[src/rtl/dkong3_obj_scan.sv]
// Per-line sprite scanner: walks object RAM after each H_START and copies the objects
// that intersect the prepared line into the line buffer. Optional: DKONG3_OBJSCAN_FLIP_EN.
module dkong3_obj_scan #(
    parameter int N_OBJ    = 104,
    parameter int MAX_LINE = 16
) (
    input  logic       I_CLK,
    input  logic       I_RESET_n,
    input  logic       I_CE,
    input  logic       I_H_START,
    input  logic [7:0] I_VPOS,
    input  logic       I_FLIP,
    output logic [9:0] O_OBJ_A,
    input  logic [7:0] I_OBJ_D,
    output logic [5:0] O_LB_A,
    output logic [7:0] O_LB_D,
    output logic       O_LB_WE,
    output logic [4:0] O_LB_CNT,
    output logic       O_BUSY,
    output logic       O_DONE,
    output logic       O_OVF
);
    localparam int               IDX_W    = $clog2(N_OBJ);
    localparam logic [IDX_W-1:0] LAST_IDX = IDX_W'(N_OBJ - 1);
    localparam logic [IDX_W-1:0] IDX_ONE  = IDX_W'(1);
    localparam logic [4:0]       SLOT_MAX = 5'(MAX_LINE);

    typedef enum logic [2:0] {
        S_IDLE, S_RD_Y, S_TEST, S_CP1, S_CP2, S_CP3, S_NEXT, S_FIN
    } state_t;

    state_t           r_state, w_state_nx;
    logic [IDX_W-1:0] r_idx, w_idx_nx;
    logic [4:0]       r_slot, w_slot_nx;
    logic [7:0]       r_line, w_line_nx;
    logic [9:0]       r_obj_a, w_obj_a_nx;
    logic [5:0]       r_lb_a, w_lb_a_nx;
    logic [7:0]       r_lb_d, w_lb_d_nx;
    logic             r_lb_we, w_lb_we_nx;
    logic [4:0]       r_lb_cnt, w_lb_cnt_nx;
    logic             r_busy, w_busy_nx;
    logic             r_done, w_done_nx;
    logic             r_ovf, w_ovf_nx;

    logic [7:0] w_start_line;
    logic [9:0] w_base;
    logic [9:0] w_next_base;
    logic [7:0] w_row;
    logic       w_hit;

`ifdef DKONG3_OBJSCAN_FLIP_EN
    assign w_start_line = I_FLIP ? ~I_VPOS : I_VPOS;
`else
    logic w_unused_flip;
    assign w_unused_flip = I_FLIP;
    assign w_start_line  = I_VPOS;
`endif

    assign w_base      = 10'(r_idx) << 2;
    assign w_next_base = 10'(r_idx + IDX_ONE) << 2;
    assign w_row       = r_line - I_OBJ_D;
    assign w_hit       = (I_OBJ_D != 8'd0) && (w_row[7:4] == 4'd0);

    // Outputs are registered next-state decodes, so the address register is loaded one
    // step ahead: each state's read data is already on I_OBJ_D while that state runs.
    always_comb begin
        w_state_nx  = r_state;
        w_idx_nx    = r_idx;
        w_slot_nx   = r_slot;
        w_line_nx   = r_line;
        w_obj_a_nx  = r_obj_a;
        w_lb_a_nx   = r_lb_a;
        w_lb_d_nx   = r_lb_d;
        w_lb_we_nx  = 1'b0;
        w_lb_cnt_nx = r_lb_cnt;
        w_busy_nx   = r_busy;
        w_done_nx   = 1'b0;
        w_ovf_nx    = r_ovf;

        case (r_state)
            S_IDLE: ;
            S_RD_Y: begin
                w_obj_a_nx = w_base + 10'd1;
                w_state_nx = S_TEST;
            end
            S_TEST: begin
                if (w_hit) begin
                    w_lb_we_nx = 1'b1;
                    w_lb_a_nx  = {r_slot[3:0], 2'd0};
                    w_lb_d_nx  = {4'h0, w_row[3:0]};
                    w_obj_a_nx = w_base + 10'd2;
                    w_state_nx = S_CP1;
                end else begin
                    w_state_nx = S_NEXT;
                end
            end
            S_CP1: begin
                w_lb_we_nx = 1'b1;
                w_lb_a_nx  = {r_slot[3:0], 2'd1};
                w_lb_d_nx  = I_OBJ_D;
                w_obj_a_nx = w_base + 10'd3;
                w_state_nx = S_CP2;
            end
            S_CP2: begin
                w_lb_we_nx = 1'b1;
                w_lb_a_nx  = {r_slot[3:0], 2'd2};
                w_lb_d_nx  = I_OBJ_D;
                w_state_nx = S_CP3;
            end
            S_CP3: begin
                w_lb_we_nx = 1'b1;
                w_lb_a_nx  = {r_slot[3:0], 2'd3};
                w_lb_d_nx  = I_OBJ_D;
                w_slot_nx  = r_slot + 5'd1;
                w_state_nx = S_NEXT;
            end
            S_NEXT: begin
                if ((r_slot == SLOT_MAX) || (r_idx == LAST_IDX)) begin
                    w_ovf_nx    = (r_slot == SLOT_MAX) && (r_idx < LAST_IDX);
                    w_lb_cnt_nx = r_slot;
                    w_done_nx   = 1'b1;
                    w_busy_nx   = 1'b0;
                    w_state_nx  = S_FIN;
                end else begin
                    w_idx_nx   = r_idx + IDX_ONE;
                    w_obj_a_nx = w_next_base;
                    w_state_nx = S_RD_Y;
                end
            end
            S_FIN: w_state_nx = S_IDLE;
            default: w_state_nx = S_IDLE;
        endcase

        // A new start pulse always wins, abandoning any scan in flight.
        if (I_H_START) begin
            w_line_nx  = w_start_line;
            w_idx_nx   = '0;
            w_slot_nx  = 5'd0;
            w_obj_a_nx = 10'd0;
            w_lb_we_nx = 1'b0;
            w_done_nx  = 1'b0;
            w_busy_nx  = 1'b1;
            w_state_nx = S_RD_Y;
        end
    end

    always_ff @(posedge I_CLK or negedge I_RESET_n) begin
        if (!I_RESET_n) begin
            r_state  <= S_IDLE;
            r_idx    <= '0;
            r_slot   <= 5'd0;
            r_line   <= 8'd0;
            r_obj_a  <= 10'd0;
            r_lb_a   <= 6'd0;
            r_lb_d   <= 8'd0;
            r_lb_we  <= 1'b0;
            r_lb_cnt <= 5'd0;
            r_busy   <= 1'b0;
            r_done   <= 1'b0;
            r_ovf    <= 1'b0;
        end else if (I_CE) begin
            r_state  <= w_state_nx;
            r_idx    <= w_idx_nx;
            r_slot   <= w_slot_nx;
            r_line   <= w_line_nx;
            r_obj_a  <= w_obj_a_nx;
            r_lb_a   <= w_lb_a_nx;
            r_lb_d   <= w_lb_d_nx;
            r_lb_we  <= w_lb_we_nx;
            r_lb_cnt <= w_lb_cnt_nx;
            r_busy   <= w_busy_nx;
            r_done   <= w_done_nx;
            r_ovf    <= w_ovf_nx;
        end
    end

    assign O_OBJ_A  = r_obj_a;
    assign O_LB_A   = r_lb_a;
    assign O_LB_D   = r_lb_d;
    assign O_LB_WE  = r_lb_we;
    assign O_LB_CNT = r_lb_cnt;
    assign O_BUSY   = r_busy;
    assign O_DONE   = r_done;
    assign O_OVF    = r_ovf;
endmodule
[config.mk]
export PLATFORM = sky130hd
export DESIGN_NAME = dkong3_obj_scan
export DESIGN_NICKNAME = d
export VERILOG_FILES = /design/src/rtl/dkong3_obj_scan.sv
export SDC_FILE = /design/constraint.sdc
export NUM_CORES = 1
export LEC_CHECK = 0
export CELL_PAD_IN_SITES_DETAIL_PLACEMENT = 1
export CELL_PAD_IN_SITES_GLOBAL_PLACEMENT = 2
export CORE_MARGIN = 8
export CORE_UTILIZATION = 30
export DETAILED_ROUTE_END_ITERATION = 8
export GPL_TIMING_DRIVEN = 0
export PLACE_DENSITY_LB_ADDON = 0.1
export SLEW_MARGIN = 20
export SYNTH_ARGS = -nofsm -noshare
export SYNTH_HDL_FRONTEND = slang
export SYNTH_SLANG_ARGS = --single-unit
[constraint.sdc]
create_clock -name I_CLK -period 3.7 [get_ports I_CLK]
set_input_delay 0.74 -clock I_CLK [delete_from_list [all_inputs] [get_ports I_CLK]]
set_output_delay 0.74 -clock I_CLK [all_outputs]
set_load 0.02 [all_outputs]
Yosys cells after proc, flatten, opt, wreduce, memory -nomap -nowiden

Index checks and enable logic that the tools add are counted.

Add/sub/neg operators: 7
Multiply operators: 0
Divide/modulo/power cells: 0
$lt $le $gt $ge: 1
Equality and inequality tests: 13
Shifts and indexed selects: 0
Mux-type cells: 26
Bitwise gates (word level): 0
Reduce and logical (&&, ||, !) cells: 22

Operator list:

| kind                                                 | number |
|---|---|
| one-hot mux 10 bit (4 select lines)                  | 1 |
| two-way mux 10 bit                                   | 3 |
| one-hot mux 6 bit (4 select lines)                   | 1 |
| two-way mux 7 bit                                    | 3 |
| one-hot mux 3 bit (7 select lines)                   | 1 |
| adder 9 x 2 -> 10 bit (second input constant)        | 2 |
| one-hot mux 8 bit (2 select lines)                   | 1 |
| nonzero test 8 bit                                   | 2 |
| AND reduction 3 bit                                  | 5 |
| equality test 3 bit (second input constant)          | 4 |
| adder 9 x 1 -> 10 bit (second input constant)        | 1 |
| two-way mux 5 bit                                    | 2 |
| two-way mux 3 bit                                    | 3 |
| adder 7 x 1 -> 8 bit (second input constant)         | 1 |
| two-way mux 1 bit                                    | 8 |
| two-way mux 8 bit                                    | 1 |
| nonzero test 2 bit                                   | 4 |
| subtractor 8 bit                                     | 1 |
| adder 7 x 1 -> 7 bit (second input constant)         | 1 |
| equality test 7 bit (second input constant)          | 1 |
| < comparator 7 bit (second input constant)           | 1 |
| equality test 3 x 2 -> 1 bit (second input constant) | 2 |
| two-way mux 6 bit                                    | 1 |
| != test 3 bit (second input constant)                | 2 |
| 13 further kinds                                     | 17 |

Register bits: 56
Latch bits: 0
RAM bits: 0
Memory bits (read-only): 0
Word-level logic and storage cells: 81
Memories kept: 0

Longest topological paths before layout

Word-level depth: 6
Gate-level depth with buffers: 11

Worst setup path after synthesis

OpenSTA, ideal clock, no wires.

Kind: input to register
Start: input port I_OBJ_D[0]
End: register r_lb_a[4] (netlist: O_LB_A[4])
Setup time: 0.125 ns
Arrival time: 2.897 ns
Required time: 3.575 ns
Path slack: 0.678 ns
Stages on the path: 10
Path buffers: 1
Cell sequence: ha_1 -> fa_1 -> nand2b_1 -> a211oi_2 -> a311o_1 -> o21ai_2 -> a31oi_4 -> or2_4 -> buf_12 -> mux2_4

Cells in the longest elaborated chain, start to end: 5

RTL lines:

| what                            | RTL line | text |
|---|---|---|
| start, declared                 | 14       | `input logic [7:0] I_OBJ_D,` |
| subtractor 8 bit                | 61       | `assign w_row = r_line - I_OBJ_D;` |
| zero test 4 bit                 | 62       | `assign w_hit = (I_OBJ_D != 8'd0) && (w_row[7:4] == 4'd0);` |
| logical AND 1 bit *             | 62       |  |
| != test 2 bit (no line) *       | -        |  |
| AND reduction 3 bit (no line) * | -        |  |
| end signal, assigned            | 167      | `r_lb_a <= w_lb_a_nx;` |
| end, declared                   | 37       | `logic [5:0] r_lb_a, w_lb_a_nx;` |

Mark *: on every way between the ends. The rest lies on a longest branch, timed or not.
A chain may end at the register's enable or synchronous reset.

Worst setup path after layout

Start: input port I_OBJ_D[0]
End: register r_lb_d[3] (netlist: O_LB_D[3])

Cells in the longest elaborated chain, start to end: 5

RTL lines:

| what                          | RTL line | text |
|---|---|---|
| subtractor 8 bit              | 61       |  |
| zero test 4 bit               | 62       |  |
| logical AND 1 bit             | 62       |  |
| != test 2 bit (no line)       | -        |  |
| AND reduction 3 bit (no line) | -        |  |
| end signal, assigned          | 168      | `r_lb_d <= w_lb_d_nx;` |
| end, declared                 | 38       | `logic [7:0] r_lb_d, w_lb_d_nx;` |

Parallel ways exist; a longest one is shown, timed or not. The select of a mux whose other input is x is not followed.

==> run metrics <==
status finished clean; max-cap violations 0; fmax 297 MHz; WP data required between 3000 and 4000 ps; Die X 118 µm; PostCTS Resize Cnt 0; Via Count 2668; Worst path depth 11; Final Power between 2 and 2.5 mW; post-route setup TNS 0 ps; Post-Syn Area 0.00314 mm²; CTS Hold Buffers Added 0; Final Max Tran Viols 0; full die area 0.0140 mm²; TritonCTS buffer count 5; Hold Vio Cnt, Final 0; DR WL/cell 16.9 µm; via count of the first global-routing pass 2995; logic gate share of total power 0.437; # rows 37; crit end category register; synth top area cells dfrtp_1 (45%), nand2_1 (6.8%), o21ai_0 (4.6%), ha_1 (4.0%), nor2_1 (3.4%); Post-DRT Antenna Nets 0; Syn Inst Count around 340; largest net degree at the start of global routing 30; Reg clk slew, reported paths 110 ps; RSZ-0062 raised after global routing false; top-area cell type share of the netlist area 0.447; routed length on met3 roughly 360 µm; multi-input logic area 0.00157 mm²; share of post-route cells with drive strength above 1 0.0920; final instance area 0.00397 mm²; Buf/Inv on CP 2; switching share of power 0.378; GP Congestion 0.786; YS warnings 0; core area 0.0102 mm²; Post-synth EDFFs 0; most common cell in the synthesized netlist nand2_1; startpoint types input port; Final Critical Period 3370 ps; sw power roughly 850 µW; maximum vdd drop 0.000225 V; max incr delay on CP 470 ps; power share of the sequential group 0.372; hold crit path type in2async; CTS tree yes; Final nets 433; R2R depth 11; hold slack 328 ps; crit path max-delay cell type clkdlybuf4s50_1; critical path, cell by cell clkdlybuf4s50_1 -> ha_1 -> fa_1 -> nand2b_1 -> a211oi_2 -> a311o_1 -> o21ai_2 -> a31oi_4 -> or2_4 -> buf_12 -> mux2_4; Seq/Total Area, Yosys 0.447; Cells after DPL approximately 530; total length of routed met2 wires 4.49 mm; Final HPWL DP 6.89 mm; Syn Nets 371; Sequential Area 0.00140 mm²; Fillers 1187; 1st-iter DRT viols 79; Post-synth top cells nand2_1 (57), dfrtp_1 (56), o21ai_0 (29); worst slack, placed -285 ps; first-pass GRT wire length 15.6 mm; Layout area overhead 26.6%; final setup margin around 330 ps; final core utilization 0.388; placed cell areas 0.00384 mm²; FFs w/ async S/R, synth 1.00; internal power 1.40 mW; grt ovf 0; I/O pins 54; PD cells 568 mW/mm²; WL final 9.10 mm; final setup fails 0; reg2reg start r_line[0]$_DFFE_PN0P_; initial antenna violation count 0; Seq cells post-synth 56; Worst-Margin Slew 903 ps; Setup CP Type in2reg; Starting Density 0.306; clock skew 8.55 ps; Total Routing Usage GR 0.135; count of cell types in the netlist 57; post-synth top area cell dfrtp_1; diode count 0; Via density 4.96; Pleak 1.70 nW; clk sinks 56; port bufs 52; Period Utilization, post-route 0.910; top sig layer met4; Worst Path Max Fanout 10; CTS HTree Levels 2; Worst slew margin 0.392; length of the first detailed-routing pass in iterations 4; Crit path max-delay family compound AO/OA/AOI/OAI gates; Die Ht ~120 µm; clk buf depth 2; worst skew pair latency 320 ps; clock share of power 0.191; Final Non-Filler Cells 538; drt drc 0; WL met1 4.14 mm; critical path launch point I_OBJ_D[0]; top_reg_cell synth dfrtp_1; syn avg cell area between 9 and 10 µm²; Root Buffer clkbuf_8; WP data arrival 3590 ps
## placed cells by master, fill, tap and decap left out, drive strengths merged, types with 5 or more instances in the layout
cell type,netlist,routed
a21oi,19,19
nand2,57,57
a22o,5,5
ha,10,10
xnor2,7,7
clkbuf,13,19
nor2b,5,5
clkdlybuf4s50,0,51
buf,5,9
o21ai,33,33
nor4,7,7
dfrtp,56,56
mux2,10,10
mux2i,5,5
inv,18,19
nand3,5,5
nor2,29,29
xor2,6,6
nor3,9,9
## timing repair
action,in CTS,in global routing
setup endpoints to repair,0,4
hold endpoints to repair,0,0
setup buffers,0,2
## power by group through the flow
| stage | combinational (mW) | sequential, mW | clock [mW] |
|---|---|---|---|
| after global routing | 1.08 | 0.865 | 0.462 |
| after floorplan | 0.509 | 0.944 | 0 |
| after CTS | 0.993 | 0.842 | 0.450 |
| final | 0.984 | 0.838 | 0.431 |
| after detailed placement | 0.987 | 0.854 | 0 |
| after global placement | 0.974 | 0.847 | 0 |
## kinds of logic (layout without fill, tap and decap cells)
group,Yosys count,in the layout,synth area share
and+or+nand+nor,128,128,0.186
AOI/OAI and AO/OA,80,80,0.172
DFF,56,56,0.447
buffers and inverters,36,99,0.0527
muxes,15,15,0.0567
xor gates and xnor gates,13,13,0.0387
adders and majority gates,11,11,0.0463
## worst register-to-register path: cells and delay by family (launching register included)
family / cells / cell delay [ps]
AO/OA/AOI/OAI: 4 / 890
adder cells (fa/ha/maj): 2 / 600
AND/OR/NAND/NOR: 2 / 410
flip-flops: 1 / 350
multiplexers: 1 / 300
buffers and inverters: 2 / 190
## metal layers
layer | global-route usage | vias up
met2 | 0.240 | 47
met1 | 0.159 | 1311
met4 | 0.0432 | 0
li1 | - | 1301
met5 | 0 | -
met3 | 0.0276 | 9
## flip-flops by register name, indices dropped and copies added, names as in the netlist, 3 cells and up
signal,flops
O_LB_D,8
r_state,3
r_idx,7
r_line,8
O_LB_A,6
r_slot,5
O_OBJ_A,10
O_LB_CNT,5
## worst paths after layout
| check | endpoint | slack [ps] |
|---|---|---|
| setup / recovery | O_LB_D[3]$_DFFE_PN0P_ | 330 |
| hold reg to reg | r_line[2]$_DFFE_PN0P_ | 500 |
| max in group asynchronous | O_LB_D[7]$_DFFE_PN0P_ | 2870 |
| hold / removal | r_idx[4]$_DFFE_PN0P_ | 330 |
| setup reg to reg | O_LB_D[3]$_DFFE_PN0P_ | 870 |
| min in group I_CLK | r_line[2]$_DFFE_PN0P_ | 500 |
## area by class of cell
cell class,count,share of cell area
inverters,18,0.0170
repair buffers,55,0.139
well taps,136,0.0429
clock inverters,2,0.00977
multi-input cells,247,0.395
clock buffers,6,0.0183
flip-flops and latches,56,0.353
plain buffers,18,0.0246
Power figures use the tool's default switching activity.
